### src/rtl/vend_pkg.sv
// Shared types and constants for the coffee vending sequencer.
package vend_pkg;

    typedef enum logic [2:0] {
        StIdle,
        StCollect,
        StDispense,
        StChange,
        StRefund
    } vend_state_t;

    localparam int unsigned COIN_1  = 1;
    localparam int unsigned COIN_2  = 2;
    localparam int unsigned COIN_5  = 5;
    localparam int unsigned COIN_10 = 10;

    localparam int unsigned DEFAULT_PRICE = 10;

endpackage

### src/rtl/vend_timer.sv
// Cycle timer with synchronous clear; done flags the enabled cycle that completes TC counts.
module vend_timer #(
    parameter int unsigned TC = 1000
) (
    input  logic clk,
    input  logic rst,
    input  logic clear,
    input  logic enable,
    output logic done
);

    localparam int unsigned W = $clog2(TC + 1);

    logic [W-1:0] count_q, count_d;

    always_comb begin
        count_d = count_q;
        if (clear) begin
            count_d = '0;
        end else if (enable) begin
            count_d = count_q + W'(1);
        end
    end

    always_ff @(posedge clk) begin
        if (rst) begin
            count_q <= '0;
        end else begin
            count_q <= count_d;
        end
    end

    // Asserted on the enabled cycle whose edge would complete the TC-th count.
    assign done = enable && !clear && (count_q == W'(TC - 1));

endmodule

### src/rtl/vend_sequencer.sv
// Vending controller: coin credit accumulation, dispenser handshake, change/refund payout, LEDs.
module vend_sequencer
    import vend_pkg::*;
#(
    parameter int unsigned PRICE       = DEFAULT_PRICE,
    parameter int unsigned COIN_W      = 4,
    parameter int unsigned CREDIT_W    = 5,
    parameter int unsigned IDLE_TO_CYC = 1000,
    parameter int unsigned DISP_TO_CYC = 500
) (
    input  logic                clk,
    input  logic                rst,
    input  logic                coin_valid,
    input  logic [COIN_W-1:0]   coin_val,
    input  logic                cancel,
    output logic                disp_req,
    input  logic                disp_ack,
    output logic                change_valid,
    output logic [CREDIT_W-1:0] change_amt,
    output logic                coin_accept,
    output logic [CREDIT_W-1:0] credit,
    output logic                led_green,
    output logic                led_yellow,
    output logic                fault
);

    // Largest reachable credit is PRICE-1 plus the biggest coin; it must not wrap.
    if ((PRICE - 1) + ((1 << COIN_W) - 1) >= (1 << CREDIT_W)) begin : g_credit_w_check
        $error("vend_sequencer: CREDIT_W too narrow for PRICE and COIN_W");
    end

    vend_state_t         state_q, state_d;
    logic [CREDIT_W-1:0] credit_q, credit_d;
    logic [CREDIT_W-1:0] change_amt_q, change_amt_d;
    logic                fault_q, fault_d;

    logic                coin_ok;
    logic [CREDIT_W-1:0] credit_sum;
    logic                idle_clear, idle_en, idle_done;
    logic                disp_clear, disp_en, disp_done;

    assign coin_ok    = coin_valid && (coin_val != '0);
    assign credit_sum = credit_q + CREDIT_W'(coin_val);

    vend_timer #(
        .TC (IDLE_TO_CYC)
    ) u_idle_timer (
        .clk    (clk),
        .rst    (rst),
        .clear  (idle_clear),
        .enable (idle_en),
        .done   (idle_done)
    );

    vend_timer #(
        .TC (DISP_TO_CYC)
    ) u_disp_timer (
        .clk    (clk),
        .rst    (rst),
        .clear  (disp_clear),
        .enable (disp_en),
        .done   (disp_done)
    );

    always_comb begin
        state_d      = state_q;
        credit_d     = credit_q;
        change_amt_d = change_amt_q;
        fault_d      = fault_q;
        idle_clear   = 1'b1;
        idle_en      = 1'b0;
        disp_clear   = 1'b1;
        disp_en      = 1'b0;

        case (state_q)
            StIdle: begin
                if (coin_ok) begin
                    credit_d = credit_sum;
                    state_d  = (credit_sum >= CREDIT_W'(PRICE)) ? StDispense : StCollect;
                end
            end
            StCollect: begin
                idle_clear = coin_ok;
                idle_en    = !coin_ok;
                if (coin_ok) begin
                    credit_d = credit_sum;
                end
                // Cancel outranks reaching the price: the coin is refunded with the rest.
                if (cancel || idle_done) begin
                    state_d = StRefund;
                end else if (coin_ok && (credit_sum >= CREDIT_W'(PRICE))) begin
                    state_d = StDispense;
                end
            end
            StDispense: begin
                disp_clear = 1'b0;
                disp_en    = 1'b1;
                if (disp_ack) begin
                    if (credit_q > CREDIT_W'(PRICE)) begin
                        state_d = StChange;
                    end else begin
                        state_d  = StIdle;
                        credit_d = '0;
                    end
                end else if (disp_done) begin
                    fault_d = 1'b1;
                    state_d = StRefund;
                end
            end
            StChange, StRefund: begin
                state_d  = StIdle;
                credit_d = '0;
            end
            default: begin
                state_d  = StIdle;
                credit_d = '0;
            end
        endcase

        // Load the payout register on entry so it is valid during the one-cycle payout state.
        if (state_d == StChange && state_q != StChange) begin
            change_amt_d = credit_d - CREDIT_W'(PRICE);
        end else if (state_d == StRefund && state_q != StRefund) begin
            change_amt_d = credit_d;
        end
    end

    always_ff @(posedge clk) begin
        if (rst) begin
            state_q      <= StIdle;
            credit_q     <= '0;
            change_amt_q <= '0;
            fault_q      <= 1'b0;
        end else begin
            state_q      <= state_d;
            credit_q     <= credit_d;
            change_amt_q <= change_amt_d;
            fault_q      <= fault_d;
        end
    end

    always_comb begin
        disp_req     = (state_q == StDispense);
        change_valid = (state_q == StChange) || (state_q == StRefund);
        coin_accept  = (state_q == StIdle) || (state_q == StCollect);
        led_green    = (state_q == StIdle);
        led_yellow   = (state_q == StDispense) || (state_q == StChange) || (state_q == StRefund);
    end

    assign change_amt = change_amt_q;
    assign credit     = credit_q;
    assign fault      = fault_q;

endmodule

### config.mk
export PLATFORM = sky130hd
export DESIGN_NAME = vend_sequencer
export DESIGN_NICKNAME = d
export VERILOG_FILES = /design/src/rtl/vend_pkg.sv /design/src/rtl/vend_timer.sv /design/src/rtl/vend_sequencer.sv
export SDC_FILE = /design/constraint.sdc
export NUM_CORES = 1
export LEC_CHECK = 0
export CAP_MARGIN = 20
export CORE_ASPECT_RATIO = 0.6
export CORE_MARGIN = 3
export CORE_UTILIZATION = 40
export DETAILED_ROUTE_END_ITERATION = 8
export PLACE_DENSITY = 0.62
export SYNTH_ARGS = -nofsm -noshare
export SYNTH_HDL_FRONTEND = slang
export SYNTH_SLANG_ARGS = --single-unit
### constraint.sdc
create_clock -name clk -period 3 [get_ports clk]
set_clock_uncertainty 0.05 [all_clocks]
set_input_delay 0.75 -clock clk [delete_from_list [all_inputs] [get_ports clk]]
set_output_delay 0.75 -clock clk [all_outputs]
set_load 0.05 [all_outputs]
---- Word level (Yosys, flattened, before mapping) ----
Cells that the tools add are included.
cells by class
  add/subtract/negate cells ............... 4
  magnitude comparators ................... 2
  equal/unequal tests ..................... 10
  multiplexer cells ....................... 17
  bitwise logic cells ..................... 2
  reductions and logical operators ........ 22
operator list
  cell                                                            count
  two-way mux 5 bit                                               5
  two-way mux 3 bit                                               5
  adder 10 x 1 -> 10 bit (second input constant)                  1
  == test 10 bit (second input constant)                          1
  one-hot mux 5 bit (2 select lines)                              1
  adder 9 x 1 -> 9 bit (second input constant)                    1
  == test 3 x 2 -> 1 bit (second input constant)                  3
  == test 9 bit (second input constant)                           1
  one-hot mux 3 bit (3 select lines)                              1
  logical AND 1 bit                                               8
  == test 3 bit (second input constant)                           2
  OR reduction 2 bit                                              3
  adder 5 x 4 -> 5 bit                                            1
  >= comparator 5 x 4 -> 1 bit (second input constant)            1
  greater-than comparator 5 x 4 -> 1 bit (second input constant)  1
  logical OR 1 bit                                                5
  subtractor 5 x 4 -> 5 bit (second input constant)               1
  two-way mux 2 bit                                               2
  nonzero test 4 bit                                              1
  == test 3 x 1 -> 1 bit (second input constant)                  1
  logical NOT 3 bit                                               1
  two-way mux 1 bit                                               3
  != test 3 x 2 -> 1 bit (second input constant)                  1
  != test 3 bit (second input constant)                           1
  other kinds (4)                                                 6
storage, ports and cells
  bits in registers ....................... 33
  input port bits ......................... 9
  output and inout port bits .............. 16
  logic and storage cells ................. 63

---- Longest topological paths before layout ----
Gate-level depths: netlist of run 1.
  word-level depth ........................ 13
  depth in mapped cells ................... 8
  mapped depth without buffers ............ 8

---- By module ----
From an unflattened synthesis of run 1, not the netlist that was laid out.
unflattened totals
  cells, all modules ...................... 218
  area, all modules ....................... 1886.8 um2
by module, submodules not included
  module                     times used  cells each  area an instance (um2)  seq. area each (um2)
  vend_sequencer             1           121         1014.7                  280.3
  vend_timer (u_idle_timer)  1           50          456.7                   200.2
  vend_timer (u_disp_timer)  1           47          415.4                   180.2

---- Least setup slack after synthesis of run 1 ----
Ideal clock, no wire load.
  path type ............................... register to register
  from .................................... reg state_q[1]
  to ...................................... reg change_amt_q[3], in the netlist change_amt[3]
  library setup time ...................... 0.095 ns
  arrival time ............................ 2.412 ns
  data required time ...................... 2.855 ns
  setup slack ............................. 0.442 ns
  cell stages (with the launch flop) ...... 9
  path buffers ............................ 1
  period minus slack after synthesis ...... 2.558 ns
  path through ............................ dfxtp_1 > buf_2 > nor3b_2 > o41a_1 > a21o_1 > a22oi_1 > ha_1 > xor2_1 > o311ai_1
between the ends
  elaborated cells on any way between the ends .. 30
  classes of those cells .................. add/sub: 1; eq/ne: 6; mux: 12; reduce/logical: 11
RTL lines
  what                                                     line                                          RTL
  start: declaration                                       vend_sequencer.sv:32                          vend_state_t state_q, state_d;
  start signal: assignment                                 vend_sequencer.sv:130                         state_q <= StIdle;
  start signal: assignment                                 vend_sequencer.sv:135                         state_q <= state_d;
  == test 3 x 2 -> 1 bit (*)                               n/a
  net disp_req                                             vend_sequencer.sv:16                          output logic disp_req,
  two-way mux 1 bit                                        vend_sequencer.sv:75                          case (state_q)
  logical AND 1 bit (2 in series)                          vend_timer.sv:34                              assign done = enable && !clear && (count_q == W'(TC - 1));
  two-way mux 3 bit                                        vend_sequencer.sv:105                         end else if (disp_done) begin
  two-way mux 3 bit                                        vend_sequencer.sv:98                          if (disp_ack) begin
  one-hot mux 3 bit (3 select lines)                       vend_sequencer.sv:75
  == test 3 x 2 -> 1 bit or == test 3 bit (tied branches)  vend_sequencer.sv:121, vend_sequencer.sv:123
  logical AND 1 bit (on tied branches)                     vend_sequencer.sv:121, vend_sequencer.sv:123
  two-way mux 5 bit or nonzero test 2 bit (tied branches)  n/a
  end signal: assignment                                   vend_sequencer.sv:137                         change_amt_q <= change_amt_d;
  end: declaration                                         vend_sequencer.sv:34                          logic [CREDIT_W-1:0] change_amt_q, change_amt_d;
The timed path passes the listed nets; every way through them passes the cells marked *. The select of a mux whose other input is x is not followed.
A chain may end at the register's enable or synchronous reset.

---- Worst setup path in the final report of run 1 ----
  from .................................... in coin_val[0]
  to ...................................... reg state_q[1]
between the ends
  word-level cells in the longest chain between the ends .. 9
  elaborated cells on any way between the ends .. 17
  classes of those cells .................. add/sub: 1; order compare: 1; mux: 7; reduce/logical: 8
RTL lines
  what                                                                          line                  RTL
  start: declaration                                                            vend_sequencer.sv:14  input logic [COIN_W-1:0] coin_val,
  parallel branches: the longest is 8 deep, another holds adder 5 x 4 -> 5 bit  n/a
  one-hot mux 3 bit (3 select lines) (*)                                        vend_sequencer.sv:75
Every way passes the cells marked *.

==> results of run 1 <==
cells in the final DEF, fill, tap and decap left out, drive strengths merged, types with 2 or more instances in the layout:
| cell | instances |
|---|---|
| dfxtp | 33 |
| nor2 | 27 |
| clkdlybuf4s50 | 24 |
| nand2 | 13 |
| nand3 | 11 |
| xor2 | 10 |
| a21oi | 9 |
| buf | 9 |
| inv | 8 |
| xnor2 | 7 |
| ha | 7 |
| clkbuf | 6 |
| o21ai | 6 |
| nor3 | 5 |
| and3 | 4 |
| and2 | 3 |
| a21o | 3 |
| a22oi | 3 |
| nand3b | 2 |
| and4 | 2 |
| or3b | 2 |
| a31o | 2 |
| or3 | 2 |
| o41ai | 2 |
| clkinv | 2 |
worst max-delay path, delay by kind of cell:
kind	cells	cell delay, ns
AOI/OAI and AO/OA	4	1.04
xor gates and xnor gates	1	0.14
adders and majority gates	2	0.67
buffers and inverters	1	0.47
area by class of cell:
type / count / share of cell area, %
clock buffers: 6 / 3.82
flip-flops and latches: 33 / 30.6
clock inverters: 2 / 0.637
multi-input cells: 143 / 46.1
repair buffers: 33 / 14.2
well taps: 57 / 3.30
inverters: 8 / 1.39
power by group through the flow:
| stage | clock network (mW) | registers [mW] | logic [mW] |
|---|---|---|---|
| 4_1_cts | 0.367 | 0.504 | 0.430 |
| 3_3_place_gp | 0 | 0.512 | 0.425 |
| 2_1_floorplan | 0 | 0.547 | 0.244 |
| 6_report | 0.358 | 0.505 | 0.434 |
| 5_1_grt | 0.385 | 0.510 | 0.463 |
| 3_5_place_dp | 0 | 0.513 | 0.428 |
routing by layer:
metal	share of wire, %	vias to the layer above	global-route usage (%)
met2	37	76	22.4
li1	-	745	-
met3	10	7	7.10
met4	2.0	0	10.0
met5	0	-	0
met1	50	708	26.1
through the flow:
step	TNS (ns)	instances	hold slack [ns]	area (um^2)
2_1_floorplan	0	189	0.380	1710
3_3_place_gp	-0.210	274	0.385	2060
3_5_place_dp	-0.496	274	0.397	2060
4_1_cts	0	282	0.413	2160
5_1_grt	0	282	0.434	2160
6_report	0	282	0.407	2160
kinds of logic after synthesis:
group,count (synthesis),share of synthesized area [%]
adders and majority gates,8,6.30
AOI/OAI and AO/OA,37,18.0
buffers and inverters,13,3.08
and+or+nand+nor,80,24.6
muxes,1,0.586
DFF,33,38.7
xor gates and xnor gates,17,8.72
final timing paths:
| check | endpoint | cells after the start |
|---|---|---|
| worst max register to register | state_q[1] | 7 |
| worst min register to register | fault | 2 |
| worst max-delay path | state_q[1] | 8 |
| worst min-delay path | fault | 2 |
flip-flops by register name, indices dropped and copies added, names as in the netlist:
| register | count |
|---|---|
| fault | 1 |
| u_disp_timer.count_q | 9 |
| credit | 5 |
| change_amt | 5 |
| u_idle_timer.count_q | 10 |
| state_q | 3 |
repair_timing:
action / CTS / global route
hold buffers: 0 / 0
resized for setup: 0 / 1
setup endpoints to repair: 0 / 1
==> impl_metrics.json, run 1 <==
{
  "cp_data_required_time_ns": 3.19,
  "multi_input_area_um2": 996,
  "core-area_um2": 3870,
  "cts_buffers": 5,
  "setup_violations": 0,
  "powerDensity_nw_per_um2": 600,
  "grt_max_degree": 15,
  "rsz0062_at_grt": "false",
  "io_pins": 25,
  "r2r-start": "credit[0]",
  "fp.dieW_um": 90.4,
  "diodes": 0,
  "ys_seq_area_share_pct": 38.7,
  "clkLatencyLatePin_ns": 0.30,
  "worst_path_largest_cell_delay_ns": 0.47,
  "power.leakage_nw": 0.791,
  "grt_pass1_vias": 1463,
  "cp_cell_sequence": "clkdlybuf4s50_1, ha_1, fa_1, a21o_1, a21oi_1, xor2_1, a2111oi_1, a31o_1",
  "pre_cts_ws_ns": -0.205,
  "path_max_fanout": 3,
  "cts_setup_buffers": 0,
  "tightestPinTransition_ns": 0.574,
  "yosysWarnings": 0,
  "fin_nets": 241,
  "p_switching_uw": 480,
  "synth_edf_count": 0,
  "gp_congestion": 0.944,
  "viasPerCell": 5.45,
  "initial_utilization_pct": 44.1,
  "max_freq_mhz": 347,
  "ir_drop_mv": 0.291,
  "critical_path_class": "in -> reg",
  "yosysUniqueCellTypes": 52,
  "seq_power_share_pct": 38.9,
  "hp-start": "fault",
  "drc": 0,
  "die_h_um": 56.6,
  "drt_iter0_drc": 149,
  "min_period_ns": 2.88,
  "ys.flop_type": "dfxtp_1",
  "avgSynthCellArea_um2": 9.04,
  "hold_viol": 0,
  "status": "completed",
  "clkSlewWorstSetupHoldPaths_ns": 0.07,
  "grt_overflow": 0,
  "arrival_ns": 3.07,
  "p_int_uw": 817,
  "power_frac_comb_pct": 33.4,
  "cts_tree": "built",
  "grt.total_usage_pct": 18.2,
  "ant_nets": 0,
  "drv_cap": 0,
  "n_fill_cell": 355,
  "antenna_found_initial": 0,
  "maxSlewHeadroom_pct": 61.2,
  "grt_first_pass_wirelength_mm": 7.20,
  "postSynthCellCount": 189,
  "routed_wirelength_mm": 4.38,
  "row_count": 17,
  "endpoint_kind": "flop",
  "synth_top_area_share_pct": 38.7,
  "cts_root_buffer": "clkbuf_8",
  "critPathLaunch": "coin_val[0]",
  "syn_to_final_growth_pct": 26.6,
  "maxSlewViolCount": 0,
  "switching_share_pct": 37.0,
  "port_buffers": 24,
  "fp.dieArea_um2": 5120,
  "p_total_mw": 1.30,
  "drt_first_pass_iters": 4,
  "cts_sinks": 33,
  "final_util_pct": 55.9,
  "seq_area_um2": 661,
  "clkPwrFrac_pct": 27.6,
  "synth_seq_cells": 33,
  "synthesis.nets": 206,
  "cpMaxStageDelayCell": "clkdlybuf4s50_1",
  "drive_gt1_share_pct": 11.6,
  "dp_hpwl_mm": 3.40,
  "timing.final.crit_share_pct": 96.1,
  "synthTopCellsByCount": "dfxtp_1 (33), nor2_1 (26), nand2_1 (13)",
  "synth_area_leaders": "dfxtp_1 (39%), nor2_1 (5.7%), ha_1 (5.1%)",
  "clockBufferDepth": 2,
  "htree_num_levels": 2,
  "vias": 1536,
  "syn_area_um2": 1710,
  "synthArstFlopShare_pct": 0,
  "fin_ws_ns": 0.116,
  "synth.most_common_cell": "dfxtp_1",
  "hold_path.class": "reg -> reg",
  "start_kind": "input port",
  "r2r_slack_ns": 0.73,
  "wire_per_inst_um": 15.5,
  "yosys.area.top_type": "dfxtp_1"
}
(Power assumes the default switching activity.)
==> run 2, diff against run 1 <==
RECOVER_POWER = 50   (was default)
REMOVE_ABC_BUFFERS = 1   (was default)
==> run 2 against run 1 <==
  * Count of clock-buffer cells in the layout grew 1
  * Final cell count is 0.71% lower
  * Largest cell class unchanged
  * Global-route usage is 1.3 points lower
  * Fmax up 3.4%
  * Flip-flop and latch count stayed put
  * Utilization down 0.94 points
  * Largest power group unchanged
  * Via count shrank 4.7%
  * First-iteration DRC count is 58% lower
  * Worst setup slack improved by 0.095 ns
  * Combinational power shrank 2%
  * Clock power down 6.1%
  * Sequential power hardly changed
==> impl_metrics.json, run 2 (same netlist as run 1, synthesis figures left out) <==
{
  "status": "completed",
  "place_area_um2": 2060,
  "start_kind": "input port",
  "vias": 1464,
  "diodes": 0,
  "cp_cell_sequence": "clkdlybuf4s50_1, ha_1, fa_1, a21o_1, a21oi_2, xor2_1, a2111oi_1, a31o_1",
  "port_buffers": 24,
  "grt_max_degree": 12,
  "grt_first_pass_wirelength_mm": 6.85,
  "fp.dieW_um": 90.4,
  "crit_family": "compound AO/OA/AOI/OAI gates",
  "drv_cap": 0,
  "drc": 0,
  "clkLatencyLatePin_ns": 0.28,
  "syn_to_final_growth_pct": 24.5,
  "clkSlewWorstSetupHoldPaths_ns": 0.06,
  "p_switching_uw": 451,
  "drt_iter0_drc": 63,
  "rr_endpoint": "change_amt[4]",
  "initial_utilization_pct": 44.1,
  "io_pins": 25,
  "maxSlewViolCount": 0,
  "final_cell_mix": "dfxtp_1 (33), nor2_1 (26), clkdlybuf4s50_1 (17)",
  "arrival_ns": 2.97,
  "hp-start": "change_amt[1]",
  "whs_ns": 0.409,
  "worstRegToRegCells": 7,
  "dp_hpwl_mm": 3.09,
  "clockBufferDepth": 2,
  "tightestPinTransition_ns": 0.599,
  "largest_reg_flops": 10,
  "maxSlewHeadroom_pct": 59.9,
  "hold_viol": 0,
  "routed_wirelength_mm": 4.00,
  "regMostFlops": "u_idle_timer.count_q",
  "final_common_cell": "dfxtp_1",
  "min_path_cells": 2,
  "worst_path_largest_cell_delay_ns": 0.45,
  "cts_buffers": 5,
  "cts_root_buffer": "clkbuf_8",
  "fp.dieArea_um2": 5120,
  "setup_violations": 0,
  "switching_share_pct": 35.8,
  "htree_num_levels": 2,
  "grt_pass1_vias": 1473,
  "crit_buf_inv": 1,
  "min_period_ns": 2.79,
  "p_total_mw": 1.26,
  "finalInstanceArea_um2": 2130,
  "max_freq_mhz": 359,
  "path_max_fanout": 3,
  "row_count": 17,
  "powerDensity_nw_per_um2": 593,
  "cp_data_required_time_ns": 3.18,
  "wire_per_inst_um": 14.3,
  "power.leakage_nw": 0.783,
  "timing.final.crit_share_pct": 93.0,
  "grt_overflow": 0,
  "endpoint_kind": "flop",
  "cts_tree": "built",
  "r2r_slack_ns": 0.77,
  "reg_top3": "u_idle_timer.count_q (10), u_disp_timer.count_q (9)",
  "fin_nets": 240,
  "hold_end": "change_amt[1]",
  "seq_power_share_pct": 39.8,
  "die_h_um": 56.6,
  "p_int_uw": 810,
  "r2r-start": "u_disp_timer.count_q[0]",
  "cts_sinks": 33,
  "critical_path_class": "in -> reg",
  "hold_path.class": "reg -> reg",
  "ir_drop_mv": 0.284,
  "drive_gt1_share_pct": 9.87,
  "rsz0062_at_grt": "false",
  "ant_nets": 0,
  "drt_first_pass_iters": 4,
  "grt.total_usage_pct": 16.9,
  "viasPerCell": 5.23,
  "power_frac_comb_pct": 33.6,
  "cpMaxStageDelayCell": "clkdlybuf4s50_1",
  "gp_congestion": 0.858,
  "antenna_found_initial": 0,
  "clkPwrFrac_pct": 26.6,
  "core-area_um2": 3870
}
## run 2: cell count changes in the layout (fill, tap and decap cells not counted)
| cell | previous run | this run |
|---|---|---|
| clkinv_2 | 1 | 0 |
| buf_4 | 9 | 7 |
| o41ai_4 | 1 | 0 |
| dlygate4sd3_1 | 0 | 7 |
| clkbuf_1 | 0 | 2 |
| clkinv_4 | 1 | 0 |
| a21oi_2 | 0 | 1 |
| a21oi_1 | 9 | 8 |
| o41ai_1 | 1 | 2 |
| clkdlybuf4s50_1 | 24 | 17 |
## run 2: worst register-to-register path, cell delays in order (launching register included)
cell     delay, ns
dfxtp_1       0.40
ha_1          0.28
nand4_1       0.22
or4_4         0.58
o21ai_4       0.13
and4_1        0.23
nor4_1        0.05
a31o_1        0.19
## run 2: worst max-delay path by stage
stage	cells past startpoint	slack, ns	end	startpoint
floorplan	7	0.42	change_amt[3]	state_q[1]
global placement	8	-0.06	state_q[1]	coin_val[0]
finish	8	0.21	state_q[1]	coin_val[0]
CTS	8	0.08	state_q[1]	coin_val[0]
detailed placement	8	-0.19	state_q[1]	coin_val[0]
global route	8	0.07	state_q[1]	coin_val[0]
## run 2: metrics by stage
step | setup TNS, ns | std cells | util [%] | worst slack (ns)
after floorplan | 0 | 184 | - | 0.425
after global placement | -0.0837 | 273 | 53.1 | -0.0613
after detailed placement | -0.392 | 273 | 53.1 | -0.193
after CTS | 0 | 280 | 55.4 | 0.0818
after global routing | 0 | 280 | 54.9 | 0.0741
final | 0 | 280 | 54.9 | 0.211
## run 2: power groups by stage
stage | sequential [mW] | clock, mW | combinational (mW)
after detailed placement | 0.510 | 0 | 0.424
after floorplan | 0.559 | 0 | 0.225
after CTS | 0.501 | 0.346 | 0.427
after global placement | 0.510 | 0 | 0.422
final | 0.502 | 0.336 | 0.424
after global routing | 0.507 | 0.362 | 0.456
## run 2: layout make-up
type                            instances  area (um^2)
Sequential cell                        33          661
Clock buffer                            7         86.3
Multi-Input combinational cell        143          981
Timing Repair Buffer                   32          297
Inverter                                8         30.0
Tap cell                               57         71.3
Fill cell                             379         1750
## run 2: what timing repair did
action / 4_1_cts / 5_1_grt
setup endpoints to repair: 0 / 2
endpoints found under the hold margin: 0 / 0
setup buffers: 0 / 0
hold buffers: 0 / 0
gates resized for setup: 0 / 2
## run 2: routing by layer
layer / vias up / global-route usage (%) / share of wire [%] / wire length [um]
met5: - / 0 / 0 / 0
met4: 0 / 6.97 / 1.6 / 63
met1: 680 / 21.9 / 49 / 1960
li1: 738 / - / - / -
met2: 39 / 26.0 / 43 / 1730
met3: 7 / 5.22 / 6.1 / 243
